**src/rtl/codec_i2c_config.sv**
```systemverilog
// Power-up configuration sequencer for the audio codec.
// Sends each 16-bit ROM word as one I2C write through i2c_master, retrying an entry a bounded number of times when it is NACKed.
module codec_i2c_config #(
    parameter logic [15:0] POWERUP_DELAY = 16'd50000,
    parameter logic [3:0]  NUM_REGS      = 4'd10,
    parameter logic [7:0]  DEVICE_ADDR   = 8'h34,
    parameter logic [1:0]  MAX_RETRY     = 2'd3
) (
    input  logic        clock,
    input  logic        reset_n,
    input  logic        cfg_start,
    output logic        cfg_busy,
    output logic        cfg_done,
    output logic        cfg_fail,
    output logic [3:0]  rom_addr,
    input  logic [15:0] rom_data,
    output logic        i2c_start_transaction,
    output logic        i2c_end_transaction,
    output logic        i2c_start_write,
    output logic        i2c_start_read,
    output logic [7:0]  i2c_data_out,
    input  logic        i2c_ready,
    input  logic        i2c_error,
    input  logic        i2c_busy
);

    typedef enum logic [2:0] {
        ST_DELAY, ST_START, ST_ADDR, ST_HI, ST_LO, ST_STOP, ST_DONE, ST_FAIL
    } state_t;

    typedef enum logic [1:0] {
        PH_ISSUE, PH_GAP, PH_WAIT
    } phase_t;

    state_t      state;
    phase_t      phase;
    logic [15:0] delay_cnt;
    logic [1:0]  retry_cnt;
    logic        abort;

    logic [16:0] delay_next;
    logic [2:0]  retry_next;

    assign delay_next     = {1'b0, delay_cnt} + 17'd1;
    assign retry_next     = {1'b0, retry_cnt} + 3'd1;
    assign i2c_start_read = 1'b0;

    // Every command state runs ISSUE -> GAP -> WAIT; the GAP cycle hides the stale ready the master still shows right after a strobe.
    always_ff @(posedge clock) begin
        if (!reset_n) begin
            state                 <= ST_DELAY;
            phase                 <= PH_ISSUE;
            delay_cnt             <= '0;
            retry_cnt             <= '0;
            abort                 <= 1'b0;
            rom_addr              <= '0;
            cfg_busy              <= 1'b0;
            cfg_done              <= 1'b0;
            cfg_fail              <= 1'b0;
            i2c_start_transaction <= 1'b0;
            i2c_end_transaction   <= 1'b0;
            i2c_start_write       <= 1'b0;
            i2c_data_out          <= '0;
        end else begin
            i2c_start_transaction <= 1'b0;
            i2c_end_transaction   <= 1'b0;
            i2c_start_write       <= 1'b0;

            case (state)
                ST_DELAY: begin
                    cfg_busy <= 1'b1;
                    if (delay_next >= {1'b0, POWERUP_DELAY}) begin
                        state     <= ST_START;
                        phase     <= PH_ISSUE;
                        delay_cnt <= '0;
                    end else begin
                        delay_cnt <= delay_next[15:0];
                    end
                end

                ST_DONE, ST_FAIL: begin
                    if (cfg_start) begin
                        cfg_done  <= 1'b0;
                        cfg_fail  <= 1'b0;
                        cfg_busy  <= 1'b1;
                        rom_addr  <= '0;
                        retry_cnt <= '0;
                        abort     <= 1'b0;
                        state     <= ST_START;
                        phase     <= PH_ISSUE;
                    end
                end

                default: begin
                    case (phase)
                        PH_ISSUE: begin
                            if (i2c_ready && !i2c_busy) begin
                                phase <= PH_GAP;
                                case (state)
                                    ST_START: i2c_start_transaction <= 1'b1;
                                    ST_ADDR: begin
                                        i2c_start_write <= 1'b1;
                                        i2c_data_out    <= DEVICE_ADDR;
                                    end
                                    ST_HI: begin
                                        i2c_start_write <= 1'b1;
                                        i2c_data_out    <= rom_data[15:8];
                                    end
                                    ST_LO: begin
                                        i2c_start_write <= 1'b1;
                                        i2c_data_out    <= rom_data[7:0];
                                    end
                                    default: i2c_end_transaction <= 1'b1;
                                endcase
                            end
                        end

                        PH_GAP: phase <= PH_WAIT;

                        default: begin
                            if (i2c_ready) begin
                                phase <= PH_ISSUE;
                                if ((state == ST_ADDR || state == ST_HI || state == ST_LO) && i2c_error)
                                    abort <= 1'b1;
                                case (state)
                                    ST_START: state <= ST_ADDR;
                                    ST_ADDR:  state <= i2c_error ? ST_STOP : ST_HI;
                                    ST_HI:    state <= i2c_error ? ST_STOP : ST_LO;
                                    ST_LO:    state <= ST_STOP;
                                    default: begin
                                        // Stop finished: either retry this entry or advance to the next one.
                                        if (abort) begin
                                            abort     <= 1'b0;
                                            retry_cnt <= retry_next[1:0];
                                            if (retry_next == {1'b0, MAX_RETRY}) begin
                                                state    <= ST_FAIL;
                                                cfg_fail <= 1'b1;
                                                cfg_busy <= 1'b0;
                                            end else begin
                                                state <= ST_START;
                                            end
                                        end else begin
                                            retry_cnt <= '0;
                                            rom_addr  <= rom_addr + 4'd1;
                                            if (rom_addr + 4'd1 == NUM_REGS) begin
                                                state    <= ST_DONE;
                                                cfg_done <= 1'b1;
                                                cfg_busy <= 1'b0;
                                            end else begin
                                                state <= ST_START;
                                            end
                                        end
                                    end
                                endcase
                            end
                        end
                    endcase
                end
            endcase
        end
    end

endmodule

```
**config.mk**
```make
export PLATFORM = sky130hd
export DESIGN_NAME = codec_i2c_config
export DESIGN_NICKNAME = d
export VERILOG_FILES = /design/src/rtl/codec_i2c_config.sv
export SDC_FILE = /design/constraint.sdc
export NUM_CORES = 1
export LEC_CHECK = 0
export CAP_MARGIN = 5
export CORE_MARGIN = 8
export CORE_UTILIZATION = 45
export DETAILED_ROUTE_END_ITERATION = 10
export PLACE_DENSITY = 0.82
export REMOVE_ABC_BUFFERS = 1
export SYNTH_ARGS = -nofsm -noshare
export SYNTH_HDL_FRONTEND = slang
export SYNTH_SLANG_ARGS = --single-unit
```
**constraint.sdc**
```tcl
create_clock -name clock -period 4.9 [get_ports clock]
set_clock_uncertainty 0.1 [all_clocks]
set_input_delay 0.49 -clock clock [delete_from_list [all_inputs] [get_ports clock]]
set_output_delay 0.49 -clock clock [all_outputs]
set_load 0.005 [all_outputs]
```
==> impl_metrics.csv, run 1 <==
group,metric,value,unit
drt,wirelength,5690,um
power_and_ir_drop,power_frac_comb,5.1,%
worst_hold_path,hold_depth,2,
power_and_ir_drop,switching_share,23.1,%
cts,ctsResizeCount,0,
setup_path,critical_path_arrival,3.19,ns
floorplanning,vert_die_dim,87.8,um
outcome,outcome,"completed",
setup_path,r2r_setup_slk,1.82,ns
timing,finalSetupTns,0,ns
drt,drc,0,
grt,grt_max_degree,33,
floorplanning,pin_count,41,
drt,num_vias,2233,
worst_hold_path,hold-path-endpoint,"i2c_data_out[4]",
floorplanning,floorplan.die_area,7700,sq um
power_and_ir_drop,power.clock.fraction,38.7,%
cts,h-tree-depth,2,
setup_path,r2r_start,"delay_cnt[0]",
cts,numClockSinks,42,
logic_synthesis,synth_ff_type,"dfxtp_1",
cells_and_area,final_net_count,355,
logic_synthesis,synth-async-reset-ratio,0,%
grt,grt_remaining_overflow,0,
grt,grt_use_total,14.7,%
logic_synthesis,yosys.area_share.xor_xnor,1.89,%
setup_path,critical_path_class,"register to register",
grt,antenna_violations_before_repair,0,
power_and_ir_drop,netSwitchingPower,143,uW
drt,routed_via_density,5.58,
power_and_ir_drop,cellInternalPower,476,uW
cts,tritoncts,"yes",
setup_path,worst-r2r-cell-count,8,
logic_synthesis,post_synth.cell_area_avg,7.65,sq um
setup_path,critPathRequiredTime,5.01,ns
cells_and_area,insertedDiodeCount,0,
job,timing.max_cap.violations,0,
cells_and_area,syn_to_final_growth,21.0,%
setup_path,crit_path_launch_type,"register",
power_and_ir_drop,ir_drop,0.193,mV
timing,fmaxAchievable,325,MHz
timing,timing.final.max_slew_violations,0,
cts,cts.clk_slew.worst_paths,0.08,ns
grt,first_global_vias,2028,
logic_synthesis,post-synth-top-area-cell,"dfxtp_1",
floorplanning,coreArea,5040,sq um
logic_synthesis,post_synth_and_or_nand_nor_area_fraction,31.8,%
logic_synthesis,ys_top_cells_by_area,"dfxtp_1 36%, a21oi_1 6.9%, nor3_1 6.3%",
setup_path,path_max_fanout,11,
placement,gp_routability_congestion,0.891,
cells_and_area,post_route_cells_drive_above_1_share,5.15,%
worst_hold_path,timing.hold.worst.class,"register to register",
cts,postCtsSetupBuffers,0,
timing,fin_crit,3.08,ns
timing,setup_repair_after_global_routing_missed_its_margin,"no",
logic_synthesis,synth_top_family_by_area,"simple AND/OR/NAND/NOR gates",
drt,detail-route-antenna-nets,0,
logic_synthesis,seq_area_frac_synth,36.3,%
logic_synthesis,synth.area.mux_share,0.864,%
power_and_ir_drop,finalPower,619,uW
timing,setup-violations-final,0,
floorplanning,die_x,87.8,um
logic_synthesis,ys_seq_elements,42,
logic_synthesis,post_synth_num_cell_types,47,
logic_synthesis,synth-edff-count,0,
drt,drt-pass1-iter-count,4,
logic_synthesis,synthCells,303,
floorplanning,cell_row_count,26,
cts,clock_tree_root_driver_cell,"clkbuf_8",
logic_synthesis,yosys_warnings,0,
setup_path,critical_path.reg2reg.endpoint,"delay_cnt[9]",
placement,dpl.hpwl,4110,um
timing,max_slew.worst_pin.slew,1.11,ns
logic_synthesis,syn-cell-area,2320,sq um
logic_synthesis,synth-compound-area-share,21.6,%
cts,ctsHoldBuffers,0,
cells_and_area,final_util,55.6,%
logic_synthesis,synth_largest_type_area_fraction,36.3,%
setup_path,timing.critical_path.to_type,"register",
logic_synthesis,yosys.area_share.adder,2.16,%
timing,post-route-period-util,62.8,%
timing,timing.slew.headroom,25.3,%
power_and_ir_drop,power_frac_seq,56.2,%
cts,cts_made_buffers,5,
timing,final-hold-violation-count,0,
cts,clk_path_buf_depth,2,
grt,grt_pass1_wl,9160,um
power_and_ir_drop,power.leakage,0.946,nW
worst_hold_path,timing.hold.worst.start,"i2c_data_out[4]",
floorplanning,effective_utilization_at_floorplan,46.0,%
cts,worst_skew_pair.late_latency,0.30,ns
power_and_ir_drop,powerDensity,221,nW/um^2
drt,first_iter_violations,179,
placement,io_buffer_count,39,
drt,wl_per_cell,14.2,um
-- cells by family (layout without fill, tap and decap cells) --
family	after synthesis	after routing
buffers and inverters	28	55
other	1	1
xor gates and xnor gates	5	5
AOI/OAI and AO/OA	78	78
muxes	2	2
and+or+nand+nor	143	143
adders and majority gates	4	4
DFF	42	42
-- area by class of cell --
cell class / instances / area (sq um)
Clock buffer: 6 / 82.6
Clock inverter: 2 / 12.5
Fill cell: 489 / 2240
Multi-Input combinational cell: 233 / 1360
Timing Repair Buffer: 40 / 398
Inverter: 7 / 26.3
Tap cell: 70 / 87.6
Sequential cell: 42 / 841
-- registers in the layout, summed over array words and instances (netlist names) --
signal                 flops
abort                      1
phase                      2
cfg_busy                   1
i2c_start_transaction      1
i2c_start_write            1
rom_addr                   4
state                      3
retry_cnt                  2
cfg_fail                   1
i2c_end_transaction        1
delay_cnt                 16
cfg_done                   1
i2c_data_out               8
-- metal layers --
layer | global-route usage, % | routed length (um) | vias to the layer above
met5 | 0 | 0 | -
met4 | 3.44 | 44 | 0
met3 | 4.13 | 330 | 4
met2 | 25.5 | 2750 | 51
met1 | 17.4 | 2560 | 1025
li1 | - | - | 1153
-- synthesized netlist by cell type (all sizes together), types with 2 or more instances --
cell    count
dfxtp      42
nand2      37
a21oi      32
nor3       29
nor2       28
a31oi      11
buf        11
clkbuf     10
nand3      10
and2        7
inv         7
o21ai       7
a221oi      6
and3        6
nand2b      5
nand4       5
ha          4
o31ai       4
or3         4
a41oi       3
nand3b      3
nor4        3
nor4b       3
o221ai      3
o22ai       3
xnor2       3
a211oi      2
mux2i       2
o211a       2
xor2        2
-- worst max path at each step --
stage                 start            to  cells after the start  slack [ns]
2_1_floorplan  delay_cnt[0]  delay_cnt[9]                      8        2.29
3_3_place_gp       state[2]  delay_cnt[9]                      6        1.94
3_5_place_dp   delay_cnt[0]  delay_cnt[9]                      8        1.84
4_1_cts        delay_cnt[0]  delay_cnt[9]                      8        1.83
5_1_grt        delay_cnt[0]  delay_cnt[9]                      8        1.48
6_report       delay_cnt[0]  delay_cnt[9]                      8        1.82
-- power by group through the flow --
stage	combinational (mW)	clock [mW]	sequential, mW
6_report	0.0317	0.240	0.348
5_1_grt	0.0345	0.260	0.348
4_1_cts	0.0316	0.248	0.348
3_5_place_dp	0.0314	0	0.356
3_3_place_gp	0.0313	0	0.355
2_1_floorplan	0.00924	0	0.355
-- critical path, cell delays in order, from the launching register on --
cell and delay [ns]:
dfxtp_1 0.44, ha_1 0.28, nand3_1 0.22, nor3_1 0.32, o211a_1 0.20, o22ai_1 0.08
o21ai_0 0.88, o21ai_0 0.21, a211oi_1 0.26
-- stage by stage --
step	cells	hold slack [ns]	setup WS, ns	area, sq um
global placement	392	0.338	1.94	2710
CTS	400	0.355	1.83	2800
finish	400	0.353	1.82	2800
floorplan	282	0.348	2.29	2220
global route	400	0.384	1.48	2800
detailed placement	392	0.344	1.84	2710
-- placed cells by master (no fill, tap or decap), types with 2 or more instances in the layout --
master	netlist	routed
a211oi_1	2	2
a21oi_1	32	32
a221oi_1	6	6
a31oi_1	11	11
a41oi_1	3	3
and2_1	7	7
and3_1	5	5
clkbuf_8	0	6
clkdlybuf4s50_1	0	39
dfxtp_1	42	42
ha_1	4	4
inv_1	7	7
mux2i_1	2	2
nand2_1	37	37
nand2b_1	5	5
nand3_1	8	8
nand3_2	2	2
nand3b_1	3	3
nand4_1	4	4
nor2_1	27	27
nor3_1	29	29
nor4_2	2	2
nor4b_1	3	3
o211a_1	2	2
o21ai_0	7	7
o221ai_1	3	3
o22ai_1	3	3
o31ai_1	3	3
or3_1	4	4
xnor2_1	3	3
xor2_1	2	2
Note: power is estimated with default switching activity, not from simulation.
==> run 2, diff against run 1 <==
--- a/config.mk
+++ b/config.mk
@@ -9,7 +9,7 @@
 export CORE_MARGIN = 8
 export CORE_UTILIZATION = 45
 export DETAILED_ROUTE_END_ITERATION = 10
-export PLACE_DENSITY = 0.82
+export PLACE_DENSITY = 0.85
 export REMOVE_ABC_BUFFERS = 1
 export SYNTH_ARGS = -nofsm -noshare
 export SYNTH_HDL_FRONTEND = slang
==> constraint.sdc (replaced) <==
create_clock -name clock -period 2.58 [get_ports clock]
set_clock_uncertainty 0.1 [all_clocks]
set_input_delay 0.258 -clock clock [delete_from_list [all_inputs] [get_ports clock]]
set_output_delay 0.258 -clock clock [all_outputs]
set_load 0.005 [all_outputs]
==> run 2 against run 1 <==
Effect of this change: via count grew 4.2%; routed wire length grew 6.5%; register-to-register slack lost 1.6 ns; sequential share of layout area shrank 1.2 points; design area grew 4.3%; worst hold slack gained 0.0083 ns; sequential power grew 89%; combinational power grew 130%; sequential cell count is the same; power grew 99%; global-route usage grew 1.9 points; die area is the same; largest power group unchanged.
==> impl_metrics.csv, run 2 (synthesis results as in run 1) <==
group,metric,value,unit
outcome,outcome,"completed",
placement,gp_routability_congestion,0.842,
job,timing.max_cap.violations,0,
timing,final_critical_path_setup_slack,0.176,ns
cells_and_area,mostFrequentLayoutCell,"dfxtp_1",
grt,grt_pass1_wl,10400,um
drt,m1WireLength,2590,um
cells_and_area,final_util,58.0,%
setup_path,cp_top_family,"compound AO/OA/AOI/OAI gates",
placement,dpl-instance-area,2800,sq um
placement,dpl.hpwl,4460,um
placement,detailedPlace.worstSlack,0.214,ns
cts,ctsHoldBuffers,0,
drt,first_iter_violations,172,
setup_path,worst-path-buf-inv,1,
timing,timing.slew.headroom,57.8,%
cells_and_area,layout.cell_area.non_filler,2920,sq um
cts,clock_tree_root_driver_cell,"clkbuf_8",
setup_path,timing.critical_path.slowest_stage_cell,"dfxtp_1",
cts,numClockSinks,42,
cts,tritoncts,"yes",
timing,fin_crit,2.40,ns
power_and_ir_drop,netSwitchingPower,250,uW
power_and_ir_drop,powerDensity,422,nW/um^2
grt,grt_max_degree,33,
cells_and_area,final.fill_count,464,
timing,max_slew.worst_pin.slew,0.625,ns
drt,met2RoutedLength,3090,um
power_and_ir_drop,cellInternalPower,983,uW
cells_and_area,final_net_count,367,
cells_and_area,multi_input_gate_area,1370,sq um
cells_and_area,sequential_cell_area,842,sq um
worst_hold_path,timing.hold.worst.class,"register to register",
cts,cts_made_buffers,5,
setup_path,timing.critical_path.to_type,"register",
power_and_ir_drop,ir_drop,0.281,mV
timing,fmaxAchievable,416,MHz
grt,grt_remaining_overflow,0,
timing,final-hold-violation-count,0,
setup_path,critical_path_arrival,2.48,ns
drt,routed_via_density,5.65,
drt,drc,0,
floorplanning,floorplan.die_area,7700,sq um
cells_and_area,syn_to_final_growth,26.2,%
cts,h-tree-depth,2,
placement,io_buffer_count,39,
timing,timing.final.max_slew_violations,0,
cells_and_area,most-common-layout-cells,"41 x dfxtp_1, 39 x clkdlybuf4s50_1, 37 x nand2_1",
setup_path,worstPathCellList,"nand4_2, nor2_4, a31oi_1, o31ai_1, o22ai_1, buf_4, o41a_1",
cells_and_area,largest_register_ff_count,16,
floorplanning,die_x,87.8,um
timing,hold_ws,0.361,ns
floorplanning,vert_die_dim,87.8,um
power_and_ir_drop,power_frac_seq,53.3,%
cells_and_area,post_route_cells_drive_above_1_share,8.77,%
cts,worst_skew_pair.late_latency,0.29,ns
floorplanning,pin_count,41,
drt,met3WireLength,278,um
drt,detail-route-antenna-nets,0,
timing,post-route-period-util,93.2,%
drt,drt-pass1-iter-count,4,
cts,clk_path_buf_depth,2,
cells_and_area,layout_top_registers,"delay_cnt: 16 flops, i2c_data_out: 8 flops, rom_addr: 4 flops",
cts,cts.clk_slew.worst_paths,0.08,ns
setup_path,crit_path_launch_type,"register",
power_and_ir_drop,power_frac_comb,5.8,%
timing,setup_repair_after_global_routing_missed_its_margin,"no",
drt,wl_per_cell,14.7,um
setup_path,critical-path-max-stage-delay,0.53,ns
floorplanning,effective_utilization_at_floorplan,46.0,%
floorplanning,coreArea,5040,sq um
setup_path,path_max_fanout,11,
drt,num_vias,2326,
cells_and_area,insertedDiodeCount,0,
floorplanning,cell_row_count,26,
power_and_ir_drop,power.leakage,1.03,nW
cells_and_area,top_register,"delay_cnt",
drt,topRoutingLayerUsed,"met4",
setup_path,critical_path_class,"register to register",
drt,wirelength,6050,um
timing,setup-violations-final,0,
timing,finalSetupTns,0,ns
setup_path,critPathRequiredTime,2.66,ns
grt,antenna_violations_before_repair,0,
power_and_ir_drop,power.clock.fraction,40.9,%
grt,grt_use_total,16.7,%
power_and_ir_drop,switching_share,20.3,%
grt,first_global_vias,2248,
==> run 2: worst paths after layout <==
| kind | startpoint | to | slack (ns) | depth (start not counted) |
|---|---|---|---|---|
| setup / recovery | delay_cnt[4] | phase[1] | 0.18 | 7 |
| hold / removal | i2c_data_out[2] | i2c_data_out[2] | 0.36 | 2 |
| setup reg to reg | delay_cnt[4] | phase[1] | 0.18 | 7 |
| hold reg to reg | i2c_data_out[2] | i2c_data_out[2] | 0.36 | 2 |
==> run 2: layout make-up <==
class | count | area share (%)
clock buffer | 7 | 2.61
multi-input combinational | 233 | 47.0
inverter | 7 | 0.899
sequential | 42 | 28.8
clock inverter | 1 | 1.03
timing repair buffer | 52 | 16.7
tap | 70 | 3.00
==> run 2: what timing repair did <==
action,in CTS,in global routing
buffers inserted,0,0
resized for setup,0,5
setup endpoints to repair,0,13
==> run 2: routing by layer <==
| layer | up-vias | track usage [%] |
|---|---|---|
| met1 | 1079 | 20.1 |
| met3 | 8 | 4.32 |
| li1 | 1186 | - |
| met4 | 0 | 4.84 |
| met5 | - | 0 |
| met2 | 53 | 28.2 |
==> run 2: stage by stage <==
step           cells  total power [mW]
6_report         412              1.23
5_1_grt          412              1.29
4_1_cts          412              1.25
3_5_place_dp     404             0.743
3_3_place_gp     404             0.741
2_1_floorplan    282             0.692
==> run 2: power groups by stage <==
| stage | clock (mW) | combinational [mW] | sequential, mW |
|---|---|---|---|
| global route | 0.549 | 0.0776 | 0.659 |
| CTS | 0.517 | 0.0707 | 0.657 |
| floorplan | 0 | 0.0175 | 0.674 |
| detailed placement | 0 | 0.0700 | 0.673 |
| finish | 0.504 | 0.0714 | 0.658 |
| global placement | 0 | 0.0687 | 0.672 |
==> run 2: worst register-to-register path, stage by stage, from the launching register on <==
cell and delay (ns):
dfxtp_1 0.53, nand4_2 0.26, nor2_4 0.23, a31oi_1 0.11, o31ai_1 0.28, o22ai_1 0.18, buf_4 0.20, o41a_1 0.41
